### src/rtl/change_dispense_ctrl_pkg.sv
// change_dispense_ctrl_pkg: shared state encoding, coin values and hopper select codes
package change_dispense_ctrl_pkg;
  typedef enum logic [2:0] {S_IDLE, S_SELECT, S_EJECT, S_WAIT, S_FINISH} state_t;
  localparam logic [2:0] HALF_VAL = 3'd1;
  localparam logic [2:0] ONE_VAL  = 3'd2;
  localparam logic SEL_HALF = 1'b0;
  localparam logic SEL_ONE  = 1'b1;
endpackage

### src/rtl/change_dispense_ctrl_hopper_stock.sv
// hopper_stock: one hopper's coin count with saturating refill/decrement and a fault flag
// Ports: clk/rst (async active-low), dec (coin confirmed), refill + refill_cnt (coins added),
//        fault_set (hopper timed out), stock (current count), fault (hopper disabled until refilled)
module hopper_stock #(
  parameter int STOCK_W    = 6,
  parameter int STOCK_INIT = 20
) (
  input  logic               clk,
  input  logic               rst,
  input  logic               dec,
  input  logic               refill,
  input  logic [STOCK_W-1:0] refill_cnt,
  input  logic               fault_set,
  output logic [STOCK_W-1:0] stock,
  output logic               fault
);
  logic [STOCK_W:0] w_sum;
  // one extra bit catches refill overflow; dec only happens with stock > 0 so no underflow
  assign w_sum = {1'b0, stock} - {{STOCK_W{1'b0}}, dec} + (refill ? {1'b0, refill_cnt} : '0);
  always_ff @(posedge clk or negedge rst)
    if (!rst) begin
      stock <= STOCK_W'(STOCK_INIT);
      fault <= 1'b0;
    end else begin
      stock <= w_sum[STOCK_W] ? '1 : w_sum[STOCK_W-1:0];
      fault <= !refill && (fault || fault_set);
    end
endmodule

### src/rtl/change_dispense_ctrl.sv
// change_dispense_ctrl: greedy one-coin-at-a-time change dispenser for half and one yuan hoppers
// Ports: clk, rst (async active-low); req/amount (change request in half-yuan units);
//        refill/refill_sel/refill_cnt (stock top-up); sense_half/sense_one (coin-passed pulses);
//        eject_half/eject_one (motor drives); busy/done/err/remaining (status to seller);
//        stock_half/stock_one/low_stock (inventory)
module change_dispense_ctrl
  import change_dispense_ctrl_pkg::*;
#(
  parameter int PULSE_CYC  = 4,
  parameter int TIMEOUT    = 64,
  parameter int STOCK_W    = 6,
  parameter int STOCK_INIT = 20,
  parameter int LOW_TH     = 4
) (
  input  logic               clk,
  input  logic               rst,
  input  logic               req,
  input  logic [2:0]         amount,
  input  logic               refill,
  input  logic               refill_sel,
  input  logic [STOCK_W-1:0] refill_cnt,
  input  logic               sense_half,
  input  logic               sense_one,
  output logic               eject_half,
  output logic               eject_one,
  output logic               busy,
  output logic               done,
  output logic               err,
  output logic [2:0]         remaining,
  output logic [STOCK_W-1:0] stock_half,
  output logic [STOCK_W-1:0] stock_one,
  output logic               low_stock
);
  localparam int CW = $clog2(TIMEOUT + PULSE_CYC);
  state_t        r_state, w_next;
  logic [CW-1:0] r_cnt;
  logic [2:0]    r_rem;
  logic          r_sel, r_conf, r_err, r_done;
  logic          w_sense, w_can_one, w_can_half, w_accept, w_confirm, w_tmo;
  logic          w_fault_half, w_fault_one;
  assign w_sense    = r_sel ? sense_one : sense_half;
  assign w_can_one  = r_rem >= ONE_VAL && stock_one != '0 && !w_fault_one;
  assign w_can_half = stock_half != '0 && !w_fault_half;
  assign w_accept   = r_state == S_IDLE && req && amount != 3'd0;
  always_comb begin
    w_next    = r_state;
    w_confirm = 1'b0;
    w_tmo     = 1'b0;
    case (r_state)
      S_IDLE:   w_next = w_accept ? S_SELECT : S_IDLE;
      S_SELECT: w_next = (r_rem == 3'd0 || !(w_can_one || w_can_half)) ? S_FINISH : S_EJECT;
      S_EJECT: if (r_cnt == CW'(PULSE_CYC - 1)) begin
        // an early sense was latched in r_conf; the pulse always runs to full length
        w_confirm = r_conf || w_sense;
        w_next    = w_confirm ? S_SELECT : S_WAIT;
      end
      S_WAIT: begin
        w_confirm = w_sense;
        w_tmo     = !w_sense && r_cnt == CW'(TIMEOUT - 1);
        w_next    = (w_confirm || w_tmo) ? S_SELECT : S_WAIT;
      end
      default:  w_next = S_IDLE;
    endcase
  end
  always_ff @(posedge clk or negedge rst)
    if (!rst) begin
      r_state <= S_IDLE;
      r_cnt   <= '0;
      r_rem   <= 3'd0;
      r_sel   <= SEL_HALF;
      r_conf  <= 1'b0;
      r_err   <= 1'b0;
      r_done  <= 1'b0;
    end else begin
      r_state <= w_next;
      r_cnt   <= (w_next == r_state && (r_state == S_EJECT || r_state == S_WAIT)) ? r_cnt + CW'(1) : '0;
      r_conf  <= r_state == S_EJECT && (r_conf || w_sense);
      r_sel   <= r_state == S_SELECT ? (w_can_one ? SEL_ONE : SEL_HALF) : r_sel;
      r_rem   <= w_accept ? amount : w_confirm ? r_rem - (r_sel ? ONE_VAL : HALF_VAL) : r_rem;
      r_err   <= w_accept ? 1'b0 :
                 (r_state == S_SELECT && r_rem != 3'd0 && !(w_can_one || w_can_half)) ? 1'b1 : r_err;
      // registered so done lands one cycle after FINISH, and one cycle after a zero-amount req
      r_done  <= r_state == S_FINISH || (r_state == S_IDLE && req && amount == 3'd0);
    end
  hopper_stock #(.STOCK_W(STOCK_W), .STOCK_INIT(STOCK_INIT)) u_half (
    .clk(clk), .rst(rst),
    .dec(w_confirm && r_sel == SEL_HALF),
    .refill(refill && refill_sel == SEL_HALF),
    .refill_cnt(refill_cnt),
    .fault_set(w_tmo && r_sel == SEL_HALF),
    .stock(stock_half), .fault(w_fault_half)
  );
  hopper_stock #(.STOCK_W(STOCK_W), .STOCK_INIT(STOCK_INIT)) u_one (
    .clk(clk), .rst(rst),
    .dec(w_confirm && r_sel == SEL_ONE),
    .refill(refill && refill_sel == SEL_ONE),
    .refill_cnt(refill_cnt),
    .fault_set(w_tmo && r_sel == SEL_ONE),
    .stock(stock_one), .fault(w_fault_one)
  );
  assign eject_half = r_state == S_EJECT && r_sel == SEL_HALF;
  assign eject_one  = r_state == S_EJECT && r_sel == SEL_ONE;
  assign busy       = r_state == S_SELECT || r_state == S_EJECT || r_state == S_WAIT;
  assign done       = r_done;
  assign err        = r_err;
  assign remaining  = r_rem;
  assign low_stock  = stock_half < STOCK_W'(LOW_TH) || stock_one < STOCK_W'(LOW_TH);
endmodule

### config.mk
export PLATFORM = sky130hd
export DESIGN_NAME = change_dispense_ctrl
export DESIGN_NICKNAME = d
export VERILOG_FILES = /design/src/rtl/change_dispense_ctrl_pkg.sv /design/src/rtl/change_dispense_ctrl_hopper_stock.sv /design/src/rtl/change_dispense_ctrl.sv
export SDC_FILE = /design/constraint.sdc
export NUM_CORES = 1
export LEC_CHECK = 0
export ABC_CLOCK_PERIOD_IN_PS = 4200
export CELL_PAD_IN_SITES_DETAIL_PLACEMENT = 1
export CELL_PAD_IN_SITES_GLOBAL_PLACEMENT = 1
export CORE_MARGIN = 4
export CORE_UTILIZATION = 33
export CTS_CLUSTER_SIZE = 20
export DETAILED_ROUTE_END_ITERATION = 10
export PLACE_DENSITY = 0.66
export SYNTH_ARGS = -nofsm -noshare
export SYNTH_HDL_FRONTEND = slang
export SYNTH_SLANG_ARGS = --single-unit
### constraint.sdc
create_clock -name clk -period 4.2 [get_ports clk]
set_input_delay 0.42 -clock clk [delete_from_list [all_inputs] [get_ports clk]]
set_output_delay 0.42 -clock clk [all_outputs]
set_load 0.05 [all_outputs]
==> results of run 1 <==
[flip-flops by register name (all words and copies together), names as in the netlist]
name,count
r_cnt,7
u_half.stock,6
u_one.stock,6
r_state,3
remaining,3
done,1
err,1
r_conf,1
r_sel,1
u_half.fault,1
u_one.fault,1
[power by group]
group	switching [mW]	leakage, nW	internal, mW	total, mW
sequential	0.0860	0.371	0.399	0.485
combinational	0.800	0.925	0.546	1.35
clock	0.115	0.0515	0.150	0.265
[per-stage QoR]
stage | total power [mW] | util (%) | worst slack, ns | std cells | area [sq um]
after detailed placement | 1.86 | 41.0 | 0.595 | 389 | 2790
after CTS | 2.14 | 42.5 | 0.721 | 397 | 2890
after global routing | 2.31 | 42.5 | 0.490 | 397 | 2890
final | 2.10 | 42.5 | 0.740 | 397 | 2890
after global placement | 1.83 | 41.0 | 0.686 | 389 | 2790
after floorplan | 1.48 | - | 1.05 | 258 | 2310
[layout make-up]
| cell class | count | share of cell area (%) |
|---|---|---|
| multi-input cells | 181 | 46.8 |
| repair buffers | 38 | 13.0 |
| inverters | 43 | 5.59 |
| flip-flops and latches | 31 | 27.0 |
| clock buffers | 8 | 3.46 |
| well taps | 96 | 4.16 |
[kinds of logic (layout without fill, tap and decap cells)]
logic type               count (synthesis)  after routing  synth area share [%]
AO/OA/AOI/OAI                           45             45                  14.9
buffers and inverters                   46             89                  7.54
AND/OR/NAND/NOR                         97             97                  22.8
adder cells (fa/ha/maj)                 29             29                  16.7
multiplexers                             4              4                  1.84
flip-flops                              31             31                  33.9
XOR/XNOR                                 6              6                  2.28
[placed cells by master, fill, tap and decap left out, types with 2 or more instances in the layout]
cell,netlist,layout
nor2_1,14,14
xnor2_1,4,4
o21bai_1,2,2
mux2_2,2,2
nand4b_1,2,2
o21a_1,2,2
inv_1,43,43
a211o_1,2,2
nand2b_1,6,6
nor2b_1,8,8
clkdlybuf4s50_1,0,36
mux2i_1,2,2
and3_1,3,3
nand2_1,22,22
xor2_1,2,2
nand3_1,3,3
dfrtp_1,27,27
a311o_1,2,2
ha_1,26,26
and2_1,5,5
a31oi_1,6,6
or2_1,4,4
o211ai_1,3,3
a21o_1,5,5
nor4_1,2,2
dfstp_2,4,4
o21ai_0,5,5
nor3_1,18,18
clkbuf_8,0,7
or3b_1,2,2
nor4b_2,2,2
fa_1,3,3
a21oi_1,5,5
buf_4,0,2
[worst max path at each step]
stage                                            to  slack [ns]  depth (start not counted)
final                     u_half.stock[5]$_DFF_PN0_        0.74                         11
after global routing      u_half.stock[5]$_DFF_PN0_        0.49                         11
after CTS                 u_half.stock[5]$_DFF_PN0_        0.72                         11
after global placement    u_half.stock[5]$_DFF_PN0_        0.69                         12
after floorplan           u_half.stock[5]$_DFF_PN0_        1.05                         12
after detailed placement  u_half.stock[5]$_DFF_PN0_        0.59                         12
[synthesized netlist by cell type, types with 3 or more instances]
cell,count
a21o_1,5
a21oi_1,5
a31oi_1,6
and2_1,5
and3_1,3
dfrtp_1,27
dfstp_2,4
fa_1,3
ha_1,26
inv_1,43
nand2_1,22
nand2b_1,6
nand3_1,3
nor2_1,14
nor2b_1,8
nor3_1,18
o211ai_1,3
o21ai_0,5
or2_1,4
xnor2_1,4
[layer usage]
metal | global-route usage, % | wire [um]
met1 | 18.7 | 2660
met3 | 4.14 | 285
met2 | 24.0 | 2620
met4 | 4.15 | 46
met5 | 0 | 0
==> run metrics, run 1 <==
Min-Delay Path Class=flip-flop to flip-flop; wire per inst=14.1 um; skew final=0.00384 ns; sequence of cells on the critical path=nand2b_1 > a21oi_1 > and3_1 > ha_1 > inv_1 > ha_1 > fa_1 > a21o_1 > a31oi_1 > o311ai_2 > a2111o_1; Detailed Route Iter0 Violations=31; Critical Path Sink Type=flip-flop; Hold WS=0.468 ns; Clock Root Buffer=clkbuf_8; setup TNS=0 ns; Synth Instances=258; routed wire length=5620 um; Worst Hold Endpoint=r_cnt[0]$_DFF_PN0_; Highest Clock Rate=0.289 GHz; actual slew at the worst max-slew pin=0.536 ns; Port Buffer Count=36; via count=1926; GRT overflow=0; Synth Warn #=0; clock buffer depth=2; Worst path top cell family by delay=compound AO/OA/AOI/OAI gates; period utilization=82.4%; FF-to-FF Start=r_state[2]$_DFF_PN0_; Area Overhead vs Synth=25.3%; post-synth top area cell=dfrtp_1; Synth cell types=52; hpwl dp=4450 um; crit path from=r_state[2]$_DFF_PN0_; clk sinks=31; Post-synth EDFFs=0; post-CTS resize count=0; area share of the largest cell type after synthesis=29.3%; pin count of the biggest net entering global routing=32; post-CTS setup buffer count=0; crit-path max FO=12; hold path start=r_cnt[0]$_DFF_PN0_; outcome=completed; Crit path largest cell delay=0.49 ns; Die Y=91.6 um; Tot GR Track Use=14.6%; Most used DFF post-synth=dfrtp_1; maxcap violations=0; setup repair after global routing missed its margin=no; Filler cells=799; Register Area=781 sq um; syn_nets=303; Fin. Hold Viols=0; IO Count=37; CP max-delay cell=a21oi_1; CTS HTree Levels=2; initial core utilization=33.9%; Residual DRC=0; register area share after synthesis=33.9%; # setup viols final=0; Rows=30; core area=6790 sq um; antenna-violating nets left=0; clock-pin slew on the worst setup and hold paths=0.07 ns; initial antenna violation count=0; P per Cell Area=725 nW/um^2; CP most frequent cell=ha_1; multi-input logic area=1350 sq um; Peak supply drop=0.000346 V; Startpoint Class=flip-flop; hold path cells=1; top cells by area, synth=dfrtp_1 29%, ha_1 14%, inv_1 7.0%; Mapped Avg Cell Area=8.94 sq um; drt pass-1 iters=3; post-synthesis cell area=2310 sq um; # hold bufs at CTS=0; vias in the first global route=2115; die width=91.6 um; Max-slew headroom=63.7%; clock latency on the worst-skew pair=0.28 ns; FFs w/ async S/R, synth=100%; CTS tree=built; FF-to-FF setup slack=0.74 ns; post-synthesis register bit count=31; Pleak=1.35 nW; Via-to-Cell Ratio=4.85; cts bufs inserted=5; reg2reg end=u_half.stock[5]$_DFF_PN0_; Bufs and invs on worst path=1; Crit path arrival time=3.62 ns; first-pass GRT wire length=9920 um; Crit Path Class=flip-flop to flip-flop; Period minus WS final=3.46 ns; die area=8390 sq um; ANT cells=0; Final Wtd Congestion=0.760; layout cells sized above 1=7.97%; Worst Reg-to-Reg Cells=11; worst endpoint required time=4.36 ns; final net count=345; max-slew violations=0
(Power assumes the default switching activity.)
==> run 2: changes to the inputs <==
--- a/config.mk
+++ b/config.mk
@@ -5,14 +5,14 @@
 export SDC_FILE = /design/constraint.sdc
 export NUM_CORES = 1
 export LEC_CHECK = 0
-export ABC_CLOCK_PERIOD_IN_PS = 4200
+export ABC_CLOCK_PERIOD_IN_PS = 2800
 export CELL_PAD_IN_SITES_DETAIL_PLACEMENT = 1
 export CELL_PAD_IN_SITES_GLOBAL_PLACEMENT = 1
 export CORE_MARGIN = 4
 export CORE_UTILIZATION = 33
 export CTS_CLUSTER_SIZE = 20
 export DETAILED_ROUTE_END_ITERATION = 10
-export PLACE_DENSITY = 0.66
+export PLACE_DENSITY = 0.69
 export SYNTH_ARGS = -nofsm -noshare
 export SYNTH_HDL_FRONTEND = slang
 export SYNTH_SLANG_ARGS = --single-unit
==> constraint.sdc (replaced) <==
create_clock -name clk -period 2.8 [get_ports clk]
set_input_delay 0.28 -clock clk [delete_from_list [all_inputs] [get_ports clk]]
set_output_delay 0.28 -clock clk [all_outputs]
set_load 0.05 [all_outputs]
==> run metrics, run 2 (same netlist as run 1, synthesis figures left out) <==
via count=2154; Fin. Hold Viols=0; CP most frequent cell=ha_4; drt pass-1 iters=4; skew final=0.00777 ns; CTS tree=built; maxcap violations=0; Port Buffer Count=36; initial antenna violation count=0; Critical Path Sink Type=flip-flop; cts bufs inserted=5; Residual DRC=0; final core utilization=48.8%; Crit path largest cell delay=0.42 ns; post-place setup slack=-0.373 ns; Pleak=1.55 nW; actual slew at the worst max-slew pin=0.520 ns; # hold bufs at CTS=0; core area=6790 sq um; layout cells sized above 1=22.2%; Bufs and invs on worst path=2; worst endpoint required time=3.01 ns; setup TNS=-1.05 ns; dpl cells=421; Min-Delay Path Class=input port to async pin; Via-to-Cell Ratio=4.92; die area=8390 sq um; clock latency on the worst-skew pair=0.29 ns; ANT cells=0; outcome=finished with violations; Final Wtd Congestion=0.767; fin worst setup slack=-0.147 ns; Highest Clock Rate=0.339 GHz; clock buffer depth=2; number of flip-flops in the largest register=7; Detailed Route Iter0 Violations=29; hpwl dp=5160 um; Crit path arrival time=3.16 ns; CTS HTree Levels=2; failing checks=negative setup slack; Clock Root Buffer=clkbuf_8; sequence of cells on the critical path=ha_4 > nor4b_4 > a21o_1 > buf_6 > and3_4 > ha_4 > inv_2 > ha_4 > fa_2 > a21o_1 > a311o_1 > o311ai_4 > o21bai_1; period utilization=105%; clk sinks=31; P per Cell Area=1140 nW/um^2; Tot GR Track Use=16.6%; Die Y=91.6 um; final net count=386; design area=3310 sq um; Worst path top cell family by delay=compound AO/OA/AOI/OAI gates; die width=91.6 um; max-slew violations=0; Startpoint Class=flip-flop; GRT overflow=0; clock-pin slew on the worst setup and hold paths=0.07 ns; Reg with most FFs=r_cnt; routed wire length=6540 um; antenna-violating nets left=0; Area Overhead vs Synth=43.7%; Rows=30; Regs by FF count=r_cnt (7), u_half.stock (6), u_one.stock (6); setup repair after global routing missed its margin=yes; # setup viols final=11; wire per inst=14.9 um; non-filler instance count after layout=438; IO Count=37; cell area after placement=3070 sq um; Peak supply drop=0.000491 V; Crit Path Class=flip-flop to flip-flop; leading cell types in the layout, fill and taps excluded=42 x inv_1, 42 x buf_4, 36 x clkdlybuf4s50_1; vias in the first global route=2392; Period minus WS final=2.95 ns; first-pass GRT wire length=11200 um; Max-slew headroom=65.3%; crit-path max FO=6; CP max-delay cell=dfrtp_1; initial core utilization=33.9%; pin count of the biggest net entering global routing=32
[run 2: metrics by stage]
| step | power [mW] | hold WS [ns] |
|---|---|---|
| 4_1_cts | 3.79 | 0.410 |
| 5_1_grt | 4.11 | 0.439 |
| 2_1_floorplan | 2.26 | -0.0156 |
| 6_report | 3.78 | 0.398 |
| 3_3_place_gp | 3.06 | 0.480 |
| 3_5_place_dp | 3.14 | 0.492 |
[run 2: where the power goes]
group	switching, mW	total [mW]	internal [mW]
logic	1.44	2.70	1.26
registers	0.117	0.716	0.599
clock network	0.175	0.373	0.198
total	1.73	3.78	2.06
[run 2: layout make-up]
cell class / instances / area [sq um]
fillers: 782 / 3480
multi-input cells: 181 / 1470
flip-flops and latches: 31 / 781
repair buffers: 79 / 687
inverters: 43 / 161
well taps: 96 / 120
clock buffers: 7 / 86.3
clock inverters: 1 / 5.00
[run 2: worst paths after layout]
path,from,endpoint,slack [ns],cells past startpoint
setup / recovery,r_cnt[1]$_DFF_PN0_,u_one.stock[3]$_DFF_PN0_,-0.15,13
hold / removal,rst,remaining[1]$_DFFE_PN0P_,0.40,2
setup reg to reg,r_cnt[1]$_DFF_PN0_,u_one.stock[3]$_DFF_PN0_,-0.15,13
hold reg to reg,err$_DFFE_PN0P_,err$_DFFE_PN0P_,0.51,1
max in group asynchronous,rst,u_half.stock[2]$_DFF_PN1_,2.06,2
min in group clk,err$_DFFE_PN0P_,err$_DFFE_PN0P_,0.51,1
[run 2: repair_timing]
| action | in CTS | in global routing |
|---|---|---|
| pin swaps | 13 | 10 |
| setup buffers | 7 | 2 |
| endpoints found under the setup margin | 12 | 12 |
| resized for setup | 11 | 1 |
[run 2: layer usage]
layer / wire length (um) / global-route usage, %
met5: 0 / 0
met1: 2830 / 19.2
met3: 198 / 3.15
met2: 3380 / 30.4
met4: 138 / 5.40
[run 2: worst reg2reg max path, stage by stage (launching register included)]
cell and delay, ns:
dfrtp_1 0.42, ha_4 0.18, nor4b_4 0.13, a21o_1 0.18
buf_6 0.12, and3_4 0.15, ha_4 0.26, inv_2 0.04
ha_4 0.15, fa_2 0.34, a21o_1 0.22, a311o_1 0.40
o311ai_4 0.12, o21bai_1 0.17
==> run 3: changes to the inputs <==
--- a/config.mk
+++ b/config.mk
@@ -9,10 +9,10 @@
 export CELL_PAD_IN_SITES_DETAIL_PLACEMENT = 1
 export CELL_PAD_IN_SITES_GLOBAL_PLACEMENT = 1
 export CORE_MARGIN = 4
-export CORE_UTILIZATION = 33
+export CORE_UTILIZATION = 30
 export CTS_CLUSTER_SIZE = 20
 export DETAILED_ROUTE_END_ITERATION = 10
-export PLACE_DENSITY = 0.69
+export PLACE_DENSITY = 0.63
 export SYNTH_ARGS = -nofsm -noshare
 export SYNTH_HDL_FRONTEND = slang
 export SYNTH_SLANG_ARGS = --single-unit
==> run metrics, run 3 (same netlist as run 1, synthesis figures left out) <==
outcome=finished with violations; failing checks=negative setup slack; commonest non-fill, non-tap cell in the layout=buf_4; CTS tree=built; # hold bufs at CTS=0; Residual DRC=0; vias in the first global route=2347; clock buffer depth=2; initial antenna violation count=0; CTS HTree Levels=2; number of flip-flops in the largest register=7; routed wire length=6350 um; ANT cells=0; Die Y=95.7 um; Critical Path Sink Type=flip-flop; Area Overhead vs Synth=43.4%; GRT overflow=0; setup TNS=-0.563 ns; via count=2138; Tot GR Track Use=15.1%; actual slew at the worst max-slew pin=0.505 ns; Fin. Hold Viols=0; Hold WS=0.402 ns; Port Buffer Count=36; Via-to-Cell Ratio=4.85; Final Wtd Congestion=0.801; initial core utilization=31.3%; drt pass-1 iters=4; total power=3.67 mW; Reg with most FFs=r_cnt; Period minus WS final=2.92 ns; pin count of the biggest net entering global routing=32; Max-slew headroom=66.2%; P per Cell Area=1110 nW/um^2; Pleak=1.56 nW; antenna-violating nets left=0; Regs by FF count=r_cnt (7), u_half.stock (6), u_one.stock (6); Rows=31; die width=95.7 um; core area=7370 sq um; clock-pin slew on the worst setup and hold paths=0.07 ns; Peak supply drop=0.000546 V; maxcap violations=0; # setup viols final=11; non-filler instance count after layout=441; IO Count=37; first-pass GRT wire length=10800 um; worst endpoint required time=2.97 ns; Startpoint Class=flip-flop; FF-to-FF setup slack=-0.12 ns; crit-path max FO=6; design area=3310 sq um; leading cell types in the layout, fill and taps excluded=43 x buf_4, 42 x inv_1, 36 x clkdlybuf4s50_1; hpwl dp=5130 um; Min-Delay Path Class=input port to async pin; setup repair after global routing missed its margin=yes; skew final=0.00256 ns; cts bufs inserted=5; clock latency on the worst-skew pair=0.28 ns; Crit path arrival time=3.09 ns; period utilization=104%; Clock Root Buffer=clkbuf_8; Highest Clock Rate=0.342 GHz; clk sinks=31; final net count=386; fin worst setup slack=-0.121 ns; wire per inst=14.4 um; Crit Path Class=flip-flop to flip-flop; Detailed Route Iter0 Violations=37; layout cells sized above 1=22.2%; max-slew violations=0; cell area after placement=3110 sq um; dpl cells=429; die area=9150 sq um
-- run 3: changes by cell type in the layout (fill, tap and decap cells not counted), sizes merged --
cell    delta
clkinv     -1
clkbuf     +1
-- run 3: area by class of cell --
class                           count  area [sq um]
Fill cell                         881          4060
Timing Repair Buffer               79           683
Sequential cell                    31           781
Multi-Input combinational cell    181          1460
Clock buffer                        8           100
Tap cell                           99           124
Inverter                           43           161
-- run 3: worst max-delay path, cell delays in order (launching register included) --
cell and delay (ns):
dfrtp_1 0.39, ha_2 0.20, nor4b_4 0.13, a21o_1 0.19, and3_4 0.16, ha_4 0.25, inv_2 0.04, ha_4 0.15
fa_2 0.34, a21o_1 0.23, a31oi_4 0.21, o311ai_4 0.13, a2111o_1 0.40
-- run 3: worst paths after layout --
check                           cells after the start                   endpoint                from
worst max-delay path                               12  u_half.stock[5]$_DFF_PN0_  r_cnt[0]$_DFF_PN0_
worst min-delay path                                2   remaining[1]$_DFFE_PN0P_                 rst
worst max register to register                     12  u_half.stock[5]$_DFF_PN0_  r_cnt[0]$_DFF_PN0_
worst min register to register                      1            err$_DFFE_PN0P_     err$_DFFE_PN0P_
max in group asynchronous                           2  u_half.stock[4]$_DFF_PN1_                 rst
min in group clk                                    1            err$_DFFE_PN0P_     err$_DFFE_PN0P_
-- run 3: repair_timing --
action | 4_1_cts | 5_1_grt
gates resized for setup | 7 | 2
setup endpoints to repair | 12 | 12
buffers inserted | 1 | 3
endpoints found under the hold margin | 0 | 0
pin swaps | 6 | 12
-- run 3: through the flow --
stage          setup slack, ns  util [%]
6_report                -0.121      44.9
2_1_floorplan          -0.0547         -
5_1_grt                 -0.231      44.9
3_5_place_dp            -0.377      42.2
4_1_cts                 -0.138      44.3
3_3_place_gp            -0.299      42.2
-- run 3: routing by layer --
layer	track usage, %	vias up	part of all wire (%)
met5	0	-	0
met4	3.91	0	0.93
met3	3.08	5	4.1
met2	27.3	37	51
met1	18.1	1038	44
li1	-	1058	-
-- run 3: report_power, final --
group	switching, mW	leakage, nW	internal [mW]	total [mW]
registers	0.110	0.371	0.599	0.709
logic	1.39	1.13	1.17	2.55
clock network	0.179	0.0515	0.225	0.403
